`src/rtl/asynchronous_fifo_write_controller_pkg.sv`:
```
// rtl/asynchronous_fifo_write_controller_pkg.sv - shared Gray/binary pointer helpers for both FIFO controllers
package asynchronous_fifo_package;

    // Widest pointer the helpers handle; narrower pointers are zero-extended on the way in
    // and truncated on the way out, which leaves both conversions exact.
    localparam int MAX_POINTER_WIDTH = 32;
    localparam int DEFAULT_DATA_DEPTH = 4096;

    typedef logic [MAX_POINTER_WIDTH-1:0] pointer_word_t;

    function automatic int pointer_width(input int depth);
        return $clog2(depth);
    endfunction

    localparam int DEFAULT_POINTER_WIDTH = pointer_width(DEFAULT_DATA_DEPTH);

    function automatic pointer_word_t binary_to_gray(input pointer_word_t binary);
        return binary ^ (binary >> 1);
    endfunction

    // Bit i of the binary value is the XOR of all Gray bits at or above i.
    function automatic pointer_word_t gray_to_binary(input pointer_word_t gray);
        pointer_word_t binary;
        binary[MAX_POINTER_WIDTH-1] = gray[MAX_POINTER_WIDTH-1];
        for (int i = MAX_POINTER_WIDTH - 2; i >= 0; i--) begin
            binary[i] = binary[i+1] ^ gray[i];
        end
        return binary;
    endfunction

endpackage

```
`src/rtl/asynchronous_fifo_write_controller_synchronizer.sv`:
```
// rtl/asynchronous_fifo_write_controller_synchronizer.sv - two-flop vector synchronizer for Gray pointers
module asynchronous_fifo_pointer_synchronizer #(
    parameter int WIDTH = 12
) (
    input  logic             clock,
    input  logic             reset_n,
    input  logic [WIDTH-1:0] data_in,
    output logic [WIDTH-1:0] data_out
);

    logic [WIDTH-1:0] sync_0;
    logic [WIDTH-1:0] sync_1;

    // Two back-to-back capture stages; only one Gray bit changes per step, so the vector is safe.
    always_ff @(posedge clock or negedge reset_n) begin
        if (!reset_n) begin
            sync_0 <= '0;
            sync_1 <= '0;
        end else begin
            sync_0 <= data_in;
            sync_1 <= sync_0;
        end
    end

    assign data_out = sync_1;

endmodule

```
`src/rtl/asynchronous_fifo_write_controller.sv`:
```
// rtl/asynchronous_fifo_write_controller.sv - write-domain FIFO controller; ASYNCHRONOUS_FIFO_WRITE_OVERFLOW_COUNT_EN adds overflow_count
module asynchronous_fifo_write_controller
    import asynchronous_fifo_package::*;
#(
    parameter int DATA_WIDTH            = 16,
    parameter int DATA_DEPTH            = 4096,
    parameter int ALMOST_FULL_THRESHOLD = DATA_DEPTH - 4
) (
    input  logic                                 clock,
    input  logic                                 reset_n,
    input  logic                                 write_enable,
    input  logic [DATA_WIDTH-1:0]                write_data,
    input  logic [pointer_width(DATA_DEPTH)-1:0] read_pointer_gray,
    output logic                                 memory_write_enable,
    output logic [pointer_width(DATA_DEPTH)-1:0] memory_write_address,
    output logic [DATA_WIDTH-1:0]                memory_write_data,
    output logic [pointer_width(DATA_DEPTH)-1:0] write_pointer_gray,
    output logic                                 full,
    output logic                                 almost_full,
    output logic [pointer_width(DATA_DEPTH)-1:0] write_level,
    output logic                                 overflow
`ifdef ASYNCHRONOUS_FIFO_WRITE_OVERFLOW_COUNT_EN
    ,
    output logic [15:0]                          overflow_count
`endif
);

    localparam int POINTER_WIDTH = pointer_width(DATA_DEPTH);
    localparam logic [POINTER_WIDTH-1:0] POINTER_ONE  = POINTER_WIDTH'(1);
    localparam logic [POINTER_WIDTH-1:0] AF_THRESHOLD = POINTER_WIDTH'(ALMOST_FULL_THRESHOLD);

    logic [POINTER_WIDTH-1:0] write_pointer;
    logic [POINTER_WIDTH-1:0] read_pointer_sync_gray;
    logic [POINTER_WIDTH-1:0] read_pointer_sync;
    logic [POINTER_WIDTH-1:0] next_ptr;
    logic [POINTER_WIDTH-1:0] ptr_after_next;
    logic [POINTER_WIDTH-1:0] level_next;
    logic                     accept;

    asynchronous_fifo_pointer_synchronizer #(
        .WIDTH (POINTER_WIDTH)
    ) u_read_pointer_synchronizer (
        .clock    (clock),
        .reset_n  (reset_n),
        .data_in  (read_pointer_gray),
        .data_out (read_pointer_sync_gray)
    );

    // Reset gating keeps the memory strobe low while reset is held, even with write_enable high.
    assign accept               = write_enable && !full && reset_n;
    assign memory_write_enable  = accept;
    assign memory_write_address = write_pointer;
    assign memory_write_data    = write_data;

    assign read_pointer_sync = POINTER_WIDTH'(gray_to_binary(pointer_word_t'(read_pointer_sync_gray)));

    // Power-of-two depth, so the natural pointer wrap is the DATA_DEPTH-1 -> 0 wrap.
    assign next_ptr       = accept ? write_pointer + POINTER_ONE : write_pointer;
    assign ptr_after_next = next_ptr + POINTER_ONE;
    assign level_next     = next_ptr - read_pointer_sync;

    // Pointer, published Gray pointer and flags all come from flops; one slot stays empty to tell full from empty.
    always_ff @(posedge clock or negedge reset_n) begin
        if (!reset_n) begin
            write_pointer      <= '0;
            write_pointer_gray <= '0;
            write_level        <= '0;
            full               <= 1'b0;
            almost_full        <= 1'b0;
            overflow           <= 1'b0;
        end else begin
            write_pointer      <= next_ptr;
            write_pointer_gray <= POINTER_WIDTH'(binary_to_gray(pointer_word_t'(next_ptr)));
            write_level        <= level_next;
            full               <= (ptr_after_next == read_pointer_sync);
            almost_full        <= (level_next >= AF_THRESHOLD);
            overflow           <= write_enable && full;
        end
    end

`ifdef ASYNCHRONOUS_FIFO_WRITE_OVERFLOW_COUNT_EN
    // Saturating count of dropped writes, advanced on the same edge that raises the overflow pulse.
    always_ff @(posedge clock or negedge reset_n) begin
        if (!reset_n) begin
            overflow_count <= 16'h0000;
        end else if (write_enable && full && (overflow_count != 16'hFFFF)) begin
            overflow_count <= overflow_count + 16'h0001;
        end
    end
`endif

endmodule
```
`config.mk`:
```
export PLATFORM = sky130hd
export DESIGN_NAME = asynchronous_fifo_write_controller
export DESIGN_NICKNAME = d
export VERILOG_FILES = /design/src/rtl/asynchronous_fifo_write_controller_pkg.sv /design/src/rtl/asynchronous_fifo_write_controller_synchronizer.sv /design/src/rtl/asynchronous_fifo_write_controller.sv
export SDC_FILE = /design/constraint.sdc
export NUM_CORES = 1
export LEC_CHECK = 0
export CAP_MARGIN = 20
export CORE_ASPECT_RATIO = 2
export CORE_MARGIN = 3
export CORE_UTILIZATION = 51
export CTS_CLUSTER_DIAMETER = 150
export DETAILED_ROUTE_END_ITERATION = 10
export HOLD_SLACK_MARGIN = 0.05
export PLACE_DENSITY_LB_ADDON = 0.05
export SLEW_MARGIN = 15
export SYNTH_ARGS = -nofsm -noshare
export SYNTH_HDL_FRONTEND = slang
export SYNTH_HIERARCHICAL = 1
export SYNTH_SLANG_ARGS = --single-unit
```
`constraint.sdc`:
```
create_clock -name clock -period 5.85 [get_ports clock]
set_input_delay 1.17 -clock clock [delete_from_list [all_inputs] [get_ports clock]]
set_output_delay 1.17 -clock clock [all_outputs]
set_load 0.02 [all_outputs]
```
==> flow_metrics.py <==
metrics = {
    "run_status": {
        "outcome": "finished, final reports clean",
    },
    "critical_path": {
        "cp_max_fo": 12,
        "required_ns": 6.06,
        "crit_arrival_ns": 4.51,
        "worstSetupPathType": "primary input to flop",
        "worst_setup_path_end_kind": "flop",
        "reg2regPathDepth": 18,
        "startpoint_type": "primary input",
    },
    "pwr": {
        "power.density_nw_per_um2": 516,
        "total_power_uw": 1940,
        "pwr-share-seq_pct": 30.3,
        "clockPowerShare_pct": 24.0,
        "power.switching_uw": 709,
        "power.internal_uw": 1230,
        "p_sw_share_pct": 36.5,
        "vdd_drop_max_uv": 416,
        "pwr-share-comb_pct": 45.6,
        "leakage_uw": 0.00169,
    },
    "synthesis": {
        "syn_avg_cell_area_sq_um": 12.2,
        "synth_cell_types": 39,
        "synthesis.nets": 301,
        "ys.warnings.count": 6,
        "yosys.area.top_type_share_pct": 51.6,
        "yosys-top-cells-area": "dfrtp_1, xnor2_1, ha_1, xor2_1, buf_4",
        "synth_seq_cells": 62,
        "ys_seq_area_share_pct": 51.6,
        "yosys.area.top_type": "dfrtp_1",
        "synthArstFlopShare_pct": 100,
        "syn-instance-count": 247,
        "synth_edf_count": 0,
        "yosys.cell_count.top_type": "dfrtp_1",
        "synth_common_cells": "dfrtp_1, xnor2_1, ha_1, xor2_1, buf_4",
        "syn_area_sq_um": 3000,
        "synth_ff_type": "dfrtp_1",
    },
    "global_route": {
        "grt_overflow": 0,
        "grt_usage_pct": 18.9,
        "grt_pass1_vias": 2004,
        "grt_max_degree": 63,
        "grt_pass1_wl_microns": 9140,
        "antenna_found_initial": 0,
    },
    "sta": {
        "fmax_mhz": 233,
        "drv_slew": 0,
        "relSlewSlack_pct": 51.6,
        "tns_ns": 0,
        "post-route-period-util_pct": 73.5,
        "hold_viol": 0,
        "grt_setup_unrepaired": "false",
        "finClkSkew_ns": 0.00408,
        "fin_crit_ns": 4.30,
        "worstMarginPinSlew_ns": 0.726,
        "setup_viol": 0,
    },
    "detailed_routing": {
        "firstDrtPassIters": 4,
        "postRouteAntennaNets": 0,
        "routed_wl_microns": 5590,
        "remaining_drc_errors": 0,
        "post_drt_wl_per_cell_microns": 15.5,
        "via_per_inst": 5.22,
        "drtIter0Drc": 65,
        "vias": 1885,
    },
    "clocking": {
        "clock_latency_ns": 0.32,
        "cts_max_level": 3,
        "cts_resized": 0,
        "clkSlewWorstSetupHoldPaths_ns": 0.05,
        "root_buffer": "clkbuf_16",
        "postCtsSetupRepairBufs": 0,
        "numCtsBuffers": 9,
        "hold_buffers": 0,
        "clock_sinks": 62,
        "cts_buffer_depth": 2,
        "cts_tree": "built",
    },
    "layout": {
        "diodes": 0,
        "drive_gt1_share_pct": 8.00,
        "syn_to_final_growth_pct": 25.2,
        "nets": 349,
        "final_area_sq_um": 3760,
        "fill_cells": 452,
    },
    "die": {
        "rows": 39,
        "die-area_sq_um": 6900,
        "core_sq_um": 5710,
        "pin_count": 87,
        "initial_core_util_pct": 52.6,
        "die_w_microns": 60.3,
        "die_y_microns": 115,
    },
    "placement": {
        "place.gp.congestion": 0.771,
        "place_area_sq_um": 3490,
        "hpwlAfterDp_microns": 4350,
        "numPortBuffers": 54,
    },
    "min_path": {
        "whs_path_depth": 0,
        "hold_class": "flop to flop",
    },
    "run": {
        "drv_cap": 0,
    },
}
[power by group through the flow]
stage | Clock (uW) | Combinational (uW) | Sequential (uW)
finish | 467 | 886 | 589
global route | 499 | 979 | 601
CTS | 481 | 898 | 591
detailed placement | 0 | 890 | 597
global placement | 0 | 878 | 595
floorplan | 0 | 488 | 696
[final cells by class]
class | instances | area, sq um | area share, %
Clock buffer | 12 | 246 | 6.55
Clock inverter | 4 | 22.5 | 0.599
Inverter | 13 | 48.8 | 1.30
Multi-Input combinational cell | 154 | 1270 | 33.8
Sequential cell | 62 | 1550 | 41.3
Tap cell | 61 | 76.3 | 2.03
Timing Repair Buffer | 55 | 543 | 14.4
[flip-flops by register name (all words and copies together), names as in the netlist]
signal and flops:
memory_write_address 12, u_read_pointer_synchronizer/data_out 12, u_read_pointer_synchronizer/sync_0 12, write_level 12
write_pointer_gray 11, almost_full 1, full 1, overflow 1
[cells by family after synthesis]
kind of cell	count (synthesis)	synth area share, %
AO/OA/AOI/OAI	23	4.75
XOR/XNOR	56	18.6
adder cells (fa/ha/maj)	23	9.83
buffers and inverters	31	6.00
flip-flops	62	51.6
AND/OR/NAND/NOR	52	9.20
[routing by layer]
layer / track usage, % / vias up / wire [microns]
met5: 0 / - / 0
met4: 14.6 / 0 / 333
met1: 17.0 / 905 / 1880
met2: 32.4 / 54 / 3130
met3: 6.55 / 22 / 247
li1: - / 904 / -
[final timing paths]
path / start / endpoint / slack [ns]
max in group asynchronous: reset_n / u_read_pointer_synchronizer/sync_0[7]$_DFF_PN0_ / 4.35
max reg2reg: u_read_pointer_synchronizer/data_out[11]$_DFF_PN0_ / almost_full$_DFF_PN0_ / 1.71
max: write_enable / almost_full$_DFF_PN0_ / 1.55
min in group asynchronous: reset_n / memory_write_address[1]$_DFF_PN0_ / 1.02
min reg2reg: u_read_pointer_synchronizer/sync_0[6]$_DFF_PN0_ / u_read_pointer_synchronizer/data_out[6]$_DFF_PN0_ / 0.35
min: u_read_pointer_synchronizer/sync_0[6]$_DFF_PN0_ / u_read_pointer_synchronizer/data_out[6]$_DFF_PN0_ / 0.35
[worst max-delay path, cell delays in order]
cell             delay, ns
clkdlybuf4s50_1       0.47
nand3b_1              0.32
inv_1                 0.21
nand2_1               0.09
xor2_1                0.25
inv_1                 0.17
ha_1                  0.37
o21ai_0               0.12
a21boi_0              0.16
o21ai_0               0.33
a32oi_1               0.21
a31o_2                0.29
xor2_1                0.15
and4b_1               0.19
[metrics by stage]
step                hold slack (ns)  std cells  util, %  worst slack [ns]
detailed placement            0.339        345     61.2              1.21
global placement              0.336        345     61.2              1.29
global route                  0.350        361     65.9              1.25
CTS                           0.350        361     65.9              1.54
floorplan                     0.331        247        -              2.06
finish                        0.346        361     65.9              1.55
[placed cells by master, fill, tap and decap left out, types with 6 or more instances in the layout]
cell type and instances:
nor2_1 8, nand3_1 6, clkdlybuf4s50_1 53, nand2_1 11
a21oi_1 6, o21ai_0 6, xor2_1 18, ha_1 22
xnor2_1 33, clkbuf_16 9, inv_1 12, dfrtp_1 62
Note: power is estimated with default switching activity, not from simulation.
